==> config.mk <==
export PLATFORM = sky130hd
export DESIGN_NAME = ex_mem_pipe
export DESIGN_NICKNAME = d
export VERILOG_FILES = /design/src/rtl/ex_mem_pipe.sv
export SDC_FILE = /design/constraint.sdc
export NUM_CORES = 1
export LEC_CHECK = 0
export BUFFER_PORTS_ARGS = -buffer_cell sky130_fd_sc_hd__buf_2
export CORE_AREA = 2 2 133 135
export CTS_BUF_LIST = sky130_fd_sc_hd__clkbuf_8
export CTS_CLUSTER_DIAMETER = 120
export DETAILED_ROUTE_END_ITERATION = 6
export DIE_AREA = 0 0 135 137
export PLACE_DENSITY = 0.74
export SYNTH_ARGS = -nofsm -noshare
export SYNTH_HDL_FRONTEND = slang
export SYNTH_SLANG_ARGS = --single-unit
==> constraint.sdc <==
create_clock -name clk -period 0.8 [get_ports clk]
set_input_delay 0.16 -clock clk [delete_from_list [all_inputs] [get_ports clk]]
set_output_delay 0.16 -clock clk [all_outputs]
set_load 0.02 [all_outputs]
==> src/rtl/ex_mem_pipe.sv <==
// EX/MEM pipeline register: stall/flush/bubble handling plus the multi-cycle
// madd/msub feedback state. Define EX_MEM_PERF_EN to add the bubble_cnt counter.
module ex_mem_pipe #(
   parameter int                DATA_W   = 32,
   parameter int                ADDR_W   = 5,
   parameter int                CNT_W    = 2,
   parameter logic [ADDR_W-1:0] NOP_ADDR = '0
) (
   input  logic                clk,
   input  logic                rst,
   input  logic                stall_ex,
   input  logic                stall_mem,
   input  logic                flush,
   input  logic                ex_valid,
   input  logic [DATA_W-1:0]   ex_wdata,
   input  logic [ADDR_W-1:0]   ex_wd,
   input  logic                ex_wreg,
   input  logic [DATA_W-1:0]   ex_hi,
   input  logic [DATA_W-1:0]   ex_lo,
   input  logic                ex_whilo,
   input  logic [2*DATA_W-1:0] ex_hilo_temp,
   input  logic [CNT_W-1:0]    ex_cnt,
   output logic                mem_valid,
   output logic [DATA_W-1:0]   mem_wdata,
   output logic [ADDR_W-1:0]   mem_wd,
   output logic                mem_wreg,
   output logic [DATA_W-1:0]   mem_hi,
   output logic [DATA_W-1:0]   mem_lo,
   output logic                mem_whilo,
   output logic [2*DATA_W-1:0] hilo_temp_o,
`ifdef EX_MEM_PERF_EN
   output logic [15:0]         bubble_cnt,
`endif
   output logic [CNT_W-1:0]    cnt_o
);

   typedef struct packed {
      logic              valid;
      logic [DATA_W-1:0] wdata;
      logic [ADDR_W-1:0] wd;
      logic              wreg;
      logic [DATA_W-1:0] hi;
      logic [DATA_W-1:0] lo;
      logic              whilo;
   } stage_t;

   stage_t              stage_d, stage_q;
   stage_t              ex_stage, bubble_stage;
   logic [2*DATA_W-1:0] hilo_d, hilo_q;
   logic [CNT_W-1:0]    cnt_d, cnt_q;
   logic                bubble_ins;

   always_comb begin
      ex_stage       = '0;
      ex_stage.valid = ex_valid;
      ex_stage.wdata = ex_wdata;
      ex_stage.wd    = ex_wd;
      ex_stage.wreg  = ex_wreg;
      ex_stage.hi    = ex_hi;
      ex_stage.lo    = ex_lo;
      ex_stage.whilo = ex_whilo;

      // A bubble carries no write so forwarding downstream sees nothing.
      bubble_stage    = '0;
      bubble_stage.wd = NOP_ADDR;
   end

   // Priority: flush, EX-only stall (bubble + capture), advance, full hold.
   // stall_ex=0 with stall_mem=1 is not expected and simply advances.
   always_comb begin
      stage_d    = stage_q;
      hilo_d     = hilo_q;
      cnt_d      = cnt_q;
      bubble_ins = 1'b0;
      if (flush) begin
         stage_d    = bubble_stage;
         hilo_d     = '0;
         cnt_d      = '0;
         bubble_ins = 1'b1;
      end else if (stall_ex && !stall_mem) begin
         stage_d    = bubble_stage;
         hilo_d     = ex_hilo_temp;
         cnt_d      = ex_cnt;
         bubble_ins = 1'b1;
      end else if (!stall_ex) begin
         stage_d = ex_stage;
         hilo_d  = '0;
         cnt_d   = '0;
      end
   end

   always_ff @(posedge clk or negedge rst) begin
      if (!rst) begin
         stage_q <= bubble_stage;
         hilo_q  <= '0;
         cnt_q   <= '0;
      end else begin
         stage_q <= stage_d;
         hilo_q  <= hilo_d;
         cnt_q   <= cnt_d;
      end
   end

   assign mem_valid   = stage_q.valid;
   assign mem_wdata   = stage_q.wdata;
   assign mem_wd      = stage_q.wd;
   assign mem_wreg    = stage_q.wreg;
   assign mem_hi      = stage_q.hi;
   assign mem_lo      = stage_q.lo;
   assign mem_whilo   = stage_q.whilo;
   assign hilo_temp_o = hilo_q;
   assign cnt_o       = cnt_q;

`ifdef EX_MEM_PERF_EN
   logic [15:0] bubble_cnt_d, bubble_cnt_q;

   // Saturating; deliberately survives flush so it spans exception recovery.
   always_comb begin
      bubble_cnt_d = bubble_cnt_q;
      if (bubble_ins && bubble_cnt_q != 16'hFFFF) bubble_cnt_d = bubble_cnt_q + 16'd1;
   end

   always_ff @(posedge clk or negedge rst) begin
      if (!rst) bubble_cnt_q <= '0;
      else      bubble_cnt_q <= bubble_cnt_d;
   end

   assign bubble_cnt = bubble_cnt_q;
`else
   logic unused_bubble;
   assign unused_bubble = bubble_ins;
`endif

endmodule

==> flow_metrics.tcl, run 1 <==
set metrics [dict create \
    power_density_nw_per_um2 1500 \
    number_of_levels_in_the_clock_h_tree 4 \
    max-vdd-ir-drop_uv 959 \
    timing.critical_path.slowest_cell_delay_ps 470 \
    rows 48 \
    clock_tree.buffer_depth 2 \
    setup-violations-final 233 \
    worst_slew_pin_slew_ps 288 \
    ctsRootBufferMaster "clkbuf_8" \
    avgSynthCellArea_um2 10.6 \
    tritoncts "done" \
    internal_power_mw 14.3 \
    yosys.area_share.simple_pct 19.9 \
    portbufs 344 \
    worst_slew_margin_rel_pct 80.3 \
    layout-area-overhead-vs-synth_pct 90.0 \
    grt_start_max_net_pins 81 \
    synth_commonest_cells "dfrtp_1, nand2b_1, a21oi_1, nand3_1" \
    total_negative_slack_for_setup_checks_ps -66420 \
    failed_checks "DRC, setup timing" \
    hold_violations 0 \
    yosysWarningCount 0 \
    yosysSeqAreaShare_pct 59.3 \
    crit_path_cell_trace "buf_6" \
    vias 8039 \
    combPwrFrac_pct 22.5 \
    die_area_um2 18500 \
    critical_path.top_delay_family "flip-flops" \
    synth_edf_count 0 \
    cts.clk_slew.worst_paths_ps 110 \
    power.switching_fraction_pct 29.8 \
    synth_area_leader_cell "dfrtp_1" \
    static-leakage-power_nw 6.58 \
    cp-end-kind "output port" \
    synth_top_family_by_area "simple AND/OR/NAND/NOR gates" \
    skew_ps 0 \
    min_period_over_period_pct 157 \
    grt_first_pass_wirelength_um 43400 \
    design.final.nets 1444 \
    min_path_type "in2reg" \
    i_o_pins 345 \
    synth_compound_area_share_pct 7.26 \
    core_area_um2 17100 \
    share_of_layout_cells_above_drive_strength_1_pct 43.7 \
    fmaxAchievable_ghz 0.798 \
    synth_top_flop_cell "dfrtp_1" \
    critPathKind "reg2out" \
    synth_seq_cells 170 \
    netlist_area_um2 7170 \
    number_of_global_route_vias_before_repair 8404 \
    time_the_worst_path_needs_with_i_o_delays_and_setup_ps 1250 \
    wl_um 32000 \
    start_util_pct 42.0 \
    synth.top_cells.by_area "dfrtp_1, mux2i_1, nand2b_1" \
    clock_sinks 170 \
    run_status "finished, violations left" \
    final-max-slew-violation-count 0 \
    dieWidth_um 135 \
    routabilityCongestion 0.803 \
    firstDrtPassIters 7 \
    synth_nets 851 \
    numCtsBuffers 17 \
    viasPerCell 5.32 \
    worst_setup_margin_ps -454 \
    yosys.area.top_type_share_pct 59.3 \
    worst-endpoint-required_ps 640 \
    slowest_stage "dfrtp_1" \
    number_of_antenna_violations_at_the_first_check_in_global_routing 2 \
    final_antenna_net_count 0 \
    maxCapViolCount 0 \
    post_synth_xor_area_fraction_pct 0 \
    grt_overflow_total 0 \
    track_usage_pct 30.6 \
    dieHeight_um 137 \
    rsz0062_at_grt "true" \
    synthArstFlopShare_pct 100 \
    crit_path_max_fanout 2 \
    drc 2 \
    synthMuxAreaShare_pct 9.21 \
    worstSetupStartpointType "register" \
    route.detailed.wl_per_inst_um 21.2 \
    worstPathBufferInverterCount 1 \
    clock_insertion_delay_worst_skew_ps 460 \
    dp_hpwl_um 14500 \
    worst-endpoint-arrival_ps 1090 \
    p_sw_mw 6.08 \
    postSynthCellCount 676 \
    post_synthesis_adder_cell_area_fraction_pct 0 \
    register_share_of_total_power_pct 45.3 \
    number_of_distinct_standard_cells_referenced_by_the_synthesized_netlist 10 \
    pwr-share-clk_pct 32.2 \
    fin_util_pct 79.9 \
    layout.cells.non_filler 1510 \
    initialDrtViolationCount 460 \
    yosys.cell_count.top_type "dfrtp_1" \
    placedCellCount 1225 \
]
-- stage by stage --
step | power (mW) | hold slack, ps | worst slack (ps) | cell area [µm²]
global route | 21.1 | 82.0 | -489 | 13600
finish | 20.4 | 97.4 | -454 | 13600
global placement | 12.1 | 23.0 | -152 | 9390
CTS | 19.7 | 30.4 | -409 | 12900
detailed placement | 12.1 | 23.0 | -204 | 9390
floorplan | 10.8 | -136 | -67.6 | 7370
-- power by group through the flow --
| stage | Clock [mW] | Sequential (mW) | Combinational (mW) |
|---|---|---|---|
| after floorplan | 0 | 9.71 | 1.10 |
| after global placement | 0 | 9.26 | 2.80 |
| after detailed placement | 0 | 9.27 | 2.83 |
| after CTS | 6.52 | 9.18 | 4.01 |
| after global routing | 6.99 | 9.26 | 4.82 |
| final | 6.55 | 9.24 | 4.59 |
-- sequential cells by signal, summed over array words and instances (netlist names) --
signal / count
cnt_o: 2
hilo_temp_o: 64
mem_hi: 32
mem_lo: 32
mem_valid: 1
mem_wd: 5
mem_wdata: 32
mem_whilo: 1
mem_wreg: 1
-- cell families (layout without fill, tap and decap cells) --
family | Yosys count | after routing
flip-flops | 170 | 170
buffers and inverters | 61 | 667
other | 0 | 3
multiplexers | 66 | 66
AND/OR/NAND/NOR | 275 | 275
AO/OA/AOI/OAI | 104 | 104
-- placed cells by master, fill, tap and decap left out, types with 6 or more instances in the layout --
| master | synthesis | layout |
|---|---|---|
| dfrtp_1 | 170 | 170 |
| a21oi_1 | 104 | 73 |
| dlygate4sd3_1 | 0 | 171 |
| mux2i_4 | 0 | 6 |
| inv_6 | 0 | 6 |
| buf_6 | 3 | 204 |
| nor2_1 | 66 | 64 |
| buf_12 | 0 | 15 |
| a21oi_2 | 0 | 31 |
| nand3_1 | 104 | 85 |
| clkbuf_8 | 0 | 18 |
| mux2i_1 | 66 | 54 |
| buf_4 | 2 | 75 |
| buf_2 | 40 | 170 |
| mux2i_2 | 0 | 6 |
| nand3_2 | 0 | 16 |
| nand2b_1 | 105 | 104 |
-- cell type report --
class                   instances  area [µm²]
repair buffers                635        5720
flip-flops and latches        170        4250
fillers                       889        3430
multi-input cells             445        2950
well taps                     225         282
clock buffers                  18         248
clock inverters                14         160
diodes                          3        7.51
-- worst paths after layout --
path | startpoint | end | slack [ps] | cells past startpoint
setup / recovery | cnt_o[1]$_DFFE_PN0P_ | cnt_o[1] | -450 | 1
hold / removal | stall_mem | hilo_temp_o[63]$_DFFE_PN0P_ | 100 | 3
setup reg to reg | hilo_temp_o[37]$_DFFE_PN0P_ | hilo_temp_o[37]$_DFFE_PN0P_ | -240 | 3
hold reg to reg | mem_wdata[2]$_DFFE_PN0P_ | mem_wdata[2]$_DFFE_PN0P_ | 570 | 2
max in group asynchronous | rst | mem_hi[3]$_DFFE_PN0P_ | 140 | 3
min in group asynchronous | rst | hilo_temp_o[44]$_DFFE_PN0P_ | 110 | 2
-- what timing repair did --
| item | in CTS | in global routing |
|---|---|---|
| pin swaps | 13 | 60 |
| buffers inserted | 40 | 55 |
| hold endpoints to repair | 340 | 0 |
| hold buffers | 171 | 0 |
| gates resized for setup | 340 | 103 |
| endpoints found under the setup margin | 170 | 228 |
-- layer usage --
metal	GRT usage, %	wire length [µm]	up-vias
met1	31.9	10900	3918
met2	53.7	16900	478
met4	22.5	2220	0
met5	0	0	-
met3	7.52	1950	177
li1	-	-	3466
Note: power is estimated with default switching activity, not from simulation.
==> inputs of run 2 (changes only) <==
CORE_AREA = 2 2 136 138   (was 2 2 133 135)
DIE_AREA = 0 0 138 140   (was 0 0 135 137)
PLACE_DENSITY = 0.71   (was 0.74)
clock period = 1.45 ns   (was 0.8 ns; I/O delays follow)
==> run 2 against run 1 <==
Against the previous run: the flow now finishes without violations; critical path type unchanged; via count fell by 24%; largest power group unchanged; cell count shrank 18%; first-iteration DRC count shrank 24%; critical path depth unchanged; worst setup slack improved by 550 ps; clock-buffer cell count fell by 1; combinational power shrank 68%; clock skew did not move; routed wire length down 37%; largest cell class is now sequential cells; final area is 30% lower; die area rose by 4.5%; utilization shrank 26 points.
==> flow_metrics.tcl, run 2 (synthesis results as in run 1) <==
set metrics [dict create \
    grt_start_max_net_pins 86 \
    slowest_stage "dfrtp_1" \
    design.final.nets 1174 \
    number_of_antenna_violations_at_the_first_check_in_global_routing 1 \
    cts_resized 0 \
    min_path_type "in2reg" \
    layout.cells.non_filler 1241 \
    clock_tree.buffer_depth 2 \
    min_period_over_period_pct 93.4 \
    share_of_layout_cells_above_drive_strength_1_pct 39.2 \
    worstSetupStartpointType "register" \
    maxCapViolCount 0 \
    grt_first_pass_wirelength_um 32000 \
    final_antenna_net_count 0 \
    final.fill_count 1640 \
    internal_power_mw 7.09 \
    worst-endpoint-arrival_ps 1060 \
    hold_violations 0 \
    worst_slew_pin_slew_ps 408 \
    grt_overflow_total 0 \
    core_area_um2 17800 \
    number_of_global_route_vias_before_repair 5983 \
    die_area_um2 19300 \
    p_sw_mw 2.83 \
    placedCellCount 1208 \
    setup-violations-final 0 \
    track_usage_pct 20.6 \
    power.switching_fraction_pct 28.5 \
    worst_slew_margin_rel_pct 72.8 \
    register_share_of_total_power_pct 50.7 \
    start_util_pct 40.3 \
    tritoncts "done" \
    i_o_pins 345 \
    layout.cells.most_common_list "buf_2, dfrtp_1, nand2b_1, nand3_1, a21oi_1" \
    dieWidth_um 138 \
    worst_setup_margin_ps 96.2 \
    max-vdd-ir-drop_uv 487 \
    wl_um 20200 \
    route.detailed.wl_per_inst_um 16.3 \
    routabilityCongestion 0.846 \
    total_negative_slack_for_setup_checks_ps 0 \
    cts.clk_slew.worst_paths_ps 100 \
    rows 49 \
    drc 0 \
    number_of_levels_in_the_clock_h_tree 4 \
    rsz0062_at_grt "false" \
    fin_util_pct 54.0 \
    initialDrtViolationCount 348 \
    combPwrFrac_pct 15.0 \
    power_density_nw_per_um2 1030 \
    viasPerCell 4.92 \
    firstDrtPassIters 4 \
    fin_total_pwr_mw 9.92 \
    dp_hpwl_um 14400 \
    layout-area-overhead-vs-synth_pct 33.9 \
    worstPathBufferInverterCount 1 \
    final-max-slew-violation-count 0 \
    pwr-share-clk_pct 34.4 \
    static-leakage-power_nw 5.14 \
    ctsRootBufferMaster "clkbuf_8" \
    layout_commonest_cell "buf_2" \
    clock_insertion_delay_worst_skew_ps 450 \
    portbufs 344 \
    pre_cts_ws_ps 227 \
    skew_ps 0 \
    crit_path_cell_trace "buf_2" \
    critical_path.top_delay_family "flip-flops" \
    numCtsBuffers 17 \
    largest_register_ffs 64 \
    time_the_worst_path_needs_with_i_o_delays_and_setup_ps 1350 \
    timing.critical_path.slowest_cell_delay_ps 430 \
    clock_sinks 170 \
    worst-endpoint-required_ps 1160 \
    cp-end-kind "output port" \
    critPathKind "reg2out" \
    dieHeight_um 140 \
    run_status "completed" \
    fmaxAchievable_ghz 0.739 \
    vias 6108 \
    crit_path_max_fanout 2 \
]
[run 2: changes by cell type in the layout (fill, tap and decap cells not counted), sizes merged]
cell,delta
clkbuf,-1
dlygate4sd3,-170
clkinv,+1
inv,-3
buf,-100
diode,-2
clkinvlp,+2
[run 2: cell type report]
type | count | area [µm²] | share of cell area, %
Antenna cell | 1 | 2.50 | 0.0261
Clock buffer | 17 | 234 | 2.44
Clock inverter | 14 | 161 | 1.68
Multi-Input combinational cell | 445 | 2610 | 27.2
Sequential cell | 170 | 4250 | 44.3
Tap cell | 229 | 287 | 2.99
Timing Repair Buffer | 365 | 2050 | 21.4
[run 2: final timing paths]
check | from | end | slack, ps | depth (start not counted)
min in group asynchronous | rst | hilo_temp_o[44]$_DFFE_PN0P_ | 300 | 2
worst max-delay path | hilo_temp_o[3]$_DFFE_PN0P_ | hilo_temp_o[3] | 100 | 1
worst max register to register | hilo_temp_o[30]$_DFFE_PN0P_ | hilo_temp_o[30]$_DFFE_PN0P_ | 690 | 2
worst min register to register | hilo_temp_o[56]$_DFFE_PN0P_ | hilo_temp_o[56]$_DFFE_PN0P_ | 530 | 2
worst min-delay path | ex_hilo_temp[27] | hilo_temp_o[27]$_DFFE_PN0P_ | 70 | 3
max in group asynchronous | rst | mem_hi[9]$_DFFE_PN0P_ | 590 | 3
[run 2: metrics by stage]
step           hold slack (ps)  cell area [µm²]
6_report                  67.4             9600
5_1_grt                   35.7             9600
4_1_cts                   27.0             9590
3_5_place_dp               211             9190
3_3_place_gp               213             9190
2_1_floorplan            -5.59             7170
[run 2: layer usage]
metal | vias up | track usage [%] | wire length, µm
li1 | 2919 | - | -
met1 | 2919 | 26.3 | 8250
met2 | 223 | 33.8 | 10100
met3 | 47 | 4.72 | 1160
met4 | 0 | 9.34 | 704
met5 | - | 0 | 0
[run 2: power by group through the flow]
stage	Combinational, mW	Clock [mW]	Sequential (mW)
after floorplan	0.545	0	5.36
after global placement	1.48	0	5.11
after detailed placement	1.50	0	5.12
after CTS	1.50	3.53	5.03
after global routing	1.62	3.71	5.05
final	1.48	3.41	5.03
[run 2: what timing repair did]
| item | in CTS | in global routing |
|---|---|---|
| hold buffers | 1 | 0 |
| buffers inserted | 0 | 0 |
| endpoints found under the hold margin | 27 | 0 |
==> inputs of run 3 (changes only) <==
CELL_PAD_IN_SITES_DETAIL_PLACEMENT = 2   (was not set)
CELL_PAD_IN_SITES_GLOBAL_PLACEMENT = 2   (was not set)
CORE_AREA = not set   (was 2 2 136 138)
CORE_MARGIN = 2   (was not set)
CORE_UTILIZATION = 30   (was not set)
DIE_AREA = not set   (was 0 0 138 140)
PLACE_DENSITY = not set   (was 0.71)
PLACE_DENSITY_LB_ADDON = 0.1   (was not set)
==> run 3 against run 2 <==
Against the previous run: global-route usage decreased by 0.98 points; sequential share of layout area decreased by 0.39 points; worst hold slack got worse by 6.1 ps; flip-flop and latch count unchanged; die area increased by 30%; clock-buffer cell count increased by 2; final area increased by 0.89%; clock skew unchanged; utilization decreased by 13 points; worst setup slack improved by 27 ps; cell count increased by 7.7%; register-to-register slack improved by 20 ps; critical path type unchanged; largest power group unchanged.
==> flow_metrics.tcl, run 3 (synthesis results as in run 1) <==
set metrics [dict create \
    routabilityCongestion 0.751 \
    cts.clk_slew.worst_paths_ps 110 \
    min_path_type "in2reg" \
    min_from "ex_lo[16]" \
    worst-endpoint-required_ps 1160 \
    vias 6264 \
    share_of_layout_cells_above_drive_strength_1_pct 39.1 \
    worst_slew_margin_rel_pct 64.8 \
    rr_startpoint "hilo_temp_o[60]$_DFFE_PN0P_" \
    worst-endpoint-arrival_ps 1040 \
    critical_path.top_delay_family "flip-flops" \
    setup-violations-final 0 \
    ff2ff_setup_slack_ps 710 \
    placedCellCount 1298 \
    slowest_stage "dfrtp_1" \
    area_taken_by_flip_flops_and_latches_um2 4250 \
    time_the_worst_path_needs_with_i_o_delays_and_setup_ps 1330 \
    start_util_pct 30.5 \
    worst_slew_pin_slew_ps 528 \
    layout-area-overhead-vs-synth_pct 35.0 \
    clock_sinks 170 \
    worstSetupStartpointType "register" \
    final.fill_count 2642 \
    die_area_um2 25200 \
    cp-end-kind "output port" \
    number_of_levels_in_the_clock_h_tree 4 \
    hold_violations 0 \
    grt_start_max_net_pins 105 \
    cts_resized 0 \
    portbufs 344 \
    drc 0 \
    layout_commonest_cell "buf_2" \
    clock_insertion_delay_worst_skew_ps 450 \
    number_of_global_route_vias_before_repair 6657 \
    layout.cells.non_filler 1336 \
    largest_register_ffs 64 \
    whs_path_depth 3 \
    grt_overflow_total 0 \
    final-max-slew-violation-count 0 \
    dieHeight_um 159 \
    post_cts.repair.setup_buffers 0 \
    core_area_um2 23500 \
    numCtsBuffers 17 \
    i_o_pins 345 \
    tritoncts "done" \
    postPlaceCellArea_um2 9290 \
    reg2reg_to "hilo_temp_o[60]$_DFFE_PN0P_" \
    route.detailed.wl_per_inst_um 18.5 \
    multiInputGateArea_um2 2610 \
    power_density_nw_per_um2 1020 \
    rsz0062_at_grt "false" \
    postLayoutCellArea_um2 9680 \
    maxCapViolCount 0 \
    design.final.nets 1174 \
    firstDrtPassIters 4 \
    static-leakage-power_nw 5.13 \
    layout.cells.most_common_list "buf_2, dfrtp_1, nand2b_1, nand3_1, a21oi_1" \
    fmaxAchievable_ghz 0.754 \
    initialDrtViolationCount 325 \
    wl_um 24700 \
    grt_first_pass_wirelength_um 37800 \
    dp_hpwl_um 17600 \
    crit_path_cell_trace "buf_2" \
    crit_path_max_fanout 2 \
    total_negative_slack_for_setup_checks_ps 0 \
    dieWidth_um 159 \
    skew_ps 0 \
    rr_worst_depth 2 \
    ctsRootBufferMaster "clkbuf_8" \
    timing.critical_path.slowest_cell_delay_ps 410 \
    fin_total_pwr_mw 9.83 \
    track_usage_pct 19.6 \
    viasPerCell 4.69 \
    run_status "completed" \
    rows 56 \
    number_of_antenna_violations_at_the_first_check_in_global_routing 8 \
    cts_hold_buf 1 \
    holdPathEnd "mem_lo[16]$_DFFE_PN0P_" \
    critPathKind "reg2out" \
    min_period_over_period_pct 91.5 \
    final_antenna_net_count 0 \
    max-vdd-ir-drop_uv 462 \
    worstPathBufferInverterCount 1 \
    clock_tree.buffer_depth 2 \
]
run 3: changes by cell type in the layout (fill, tap and decap cells not counted), sizes merged:
cell,change
bufinv,-2
clkbuf,+2
clkinvlp,-2
diode,+4
inv,+3
run 3: worst max-delay path by stage:
stage	start	to	slack, ps	depth (start not counted)
2_1_floorplan	flush	hilo_temp_o[23]$_DFFE_PN0P_	380	5
3_3_place_gp	stall_ex	mem_wdata[5]$_DFFE_PN0P_	250	4
3_5_place_dp	stall_ex	mem_hi[29]$_DFFE_PN0P_	200	4
4_1_cts	mem_lo[2]$_DFFE_PN0P_	mem_lo[2]	80	1
5_1_grt	hilo_temp_o[10]$_DFFE_PN0P_	hilo_temp_o[10]	40	1
6_report	hilo_temp_o[11]$_DFFE_PN0P_	hilo_temp_o[11]	120	1
run 3: power breakdown:
group	total, mW	switching [mW]	internal [mW]
combinational	1.52	0.917	0.598
sequential	5.02	0.0982	4.93
clock	3.29	1.96	1.33
run 3: final cells by class:
cell class	instances	share of cell area (%)
clock inverters	13	1.12
well taps	319	4.12
clock buffers	19	2.70
repair buffers	365	21.0
diodes	5	0.129
multi-input cells	445	26.9
flip-flops and latches	170	43.9
run 3: per-stage QoR:
| stage | hold WS (ps) | worst slack, ps | util (%) |
|---|---|---|---|
| CTS | 24.1 | 78.6 | 41.2 |
| finish | 61.3 | 123 | 41.2 |
| global route | 26.6 | 43.6 | 41.2 |
| global placement | 202 | 246 | 39.6 |
| detailed placement | 207 | 196 | 39.6 |
| floorplan | -5.59 | 383 | - |
run 3: worst register-to-register path, stage by stage, from the launching register on:
cell,delay [ps]
dfrtp_1,400
mux2i_1,160
nor2_1,70
run 3: layer usage:
layer | GRT usage [%] | part of all wire [%] | up-vias
li1 | - | - | 2921
met1 | 23.1 | 40 | 3118
met2 | 33.6 | 50 | 193
met3 | 7.62 | 8.4 | 24
met4 | 4.98 | 1.2 | 8
met5 | 0 | 0.23 | -
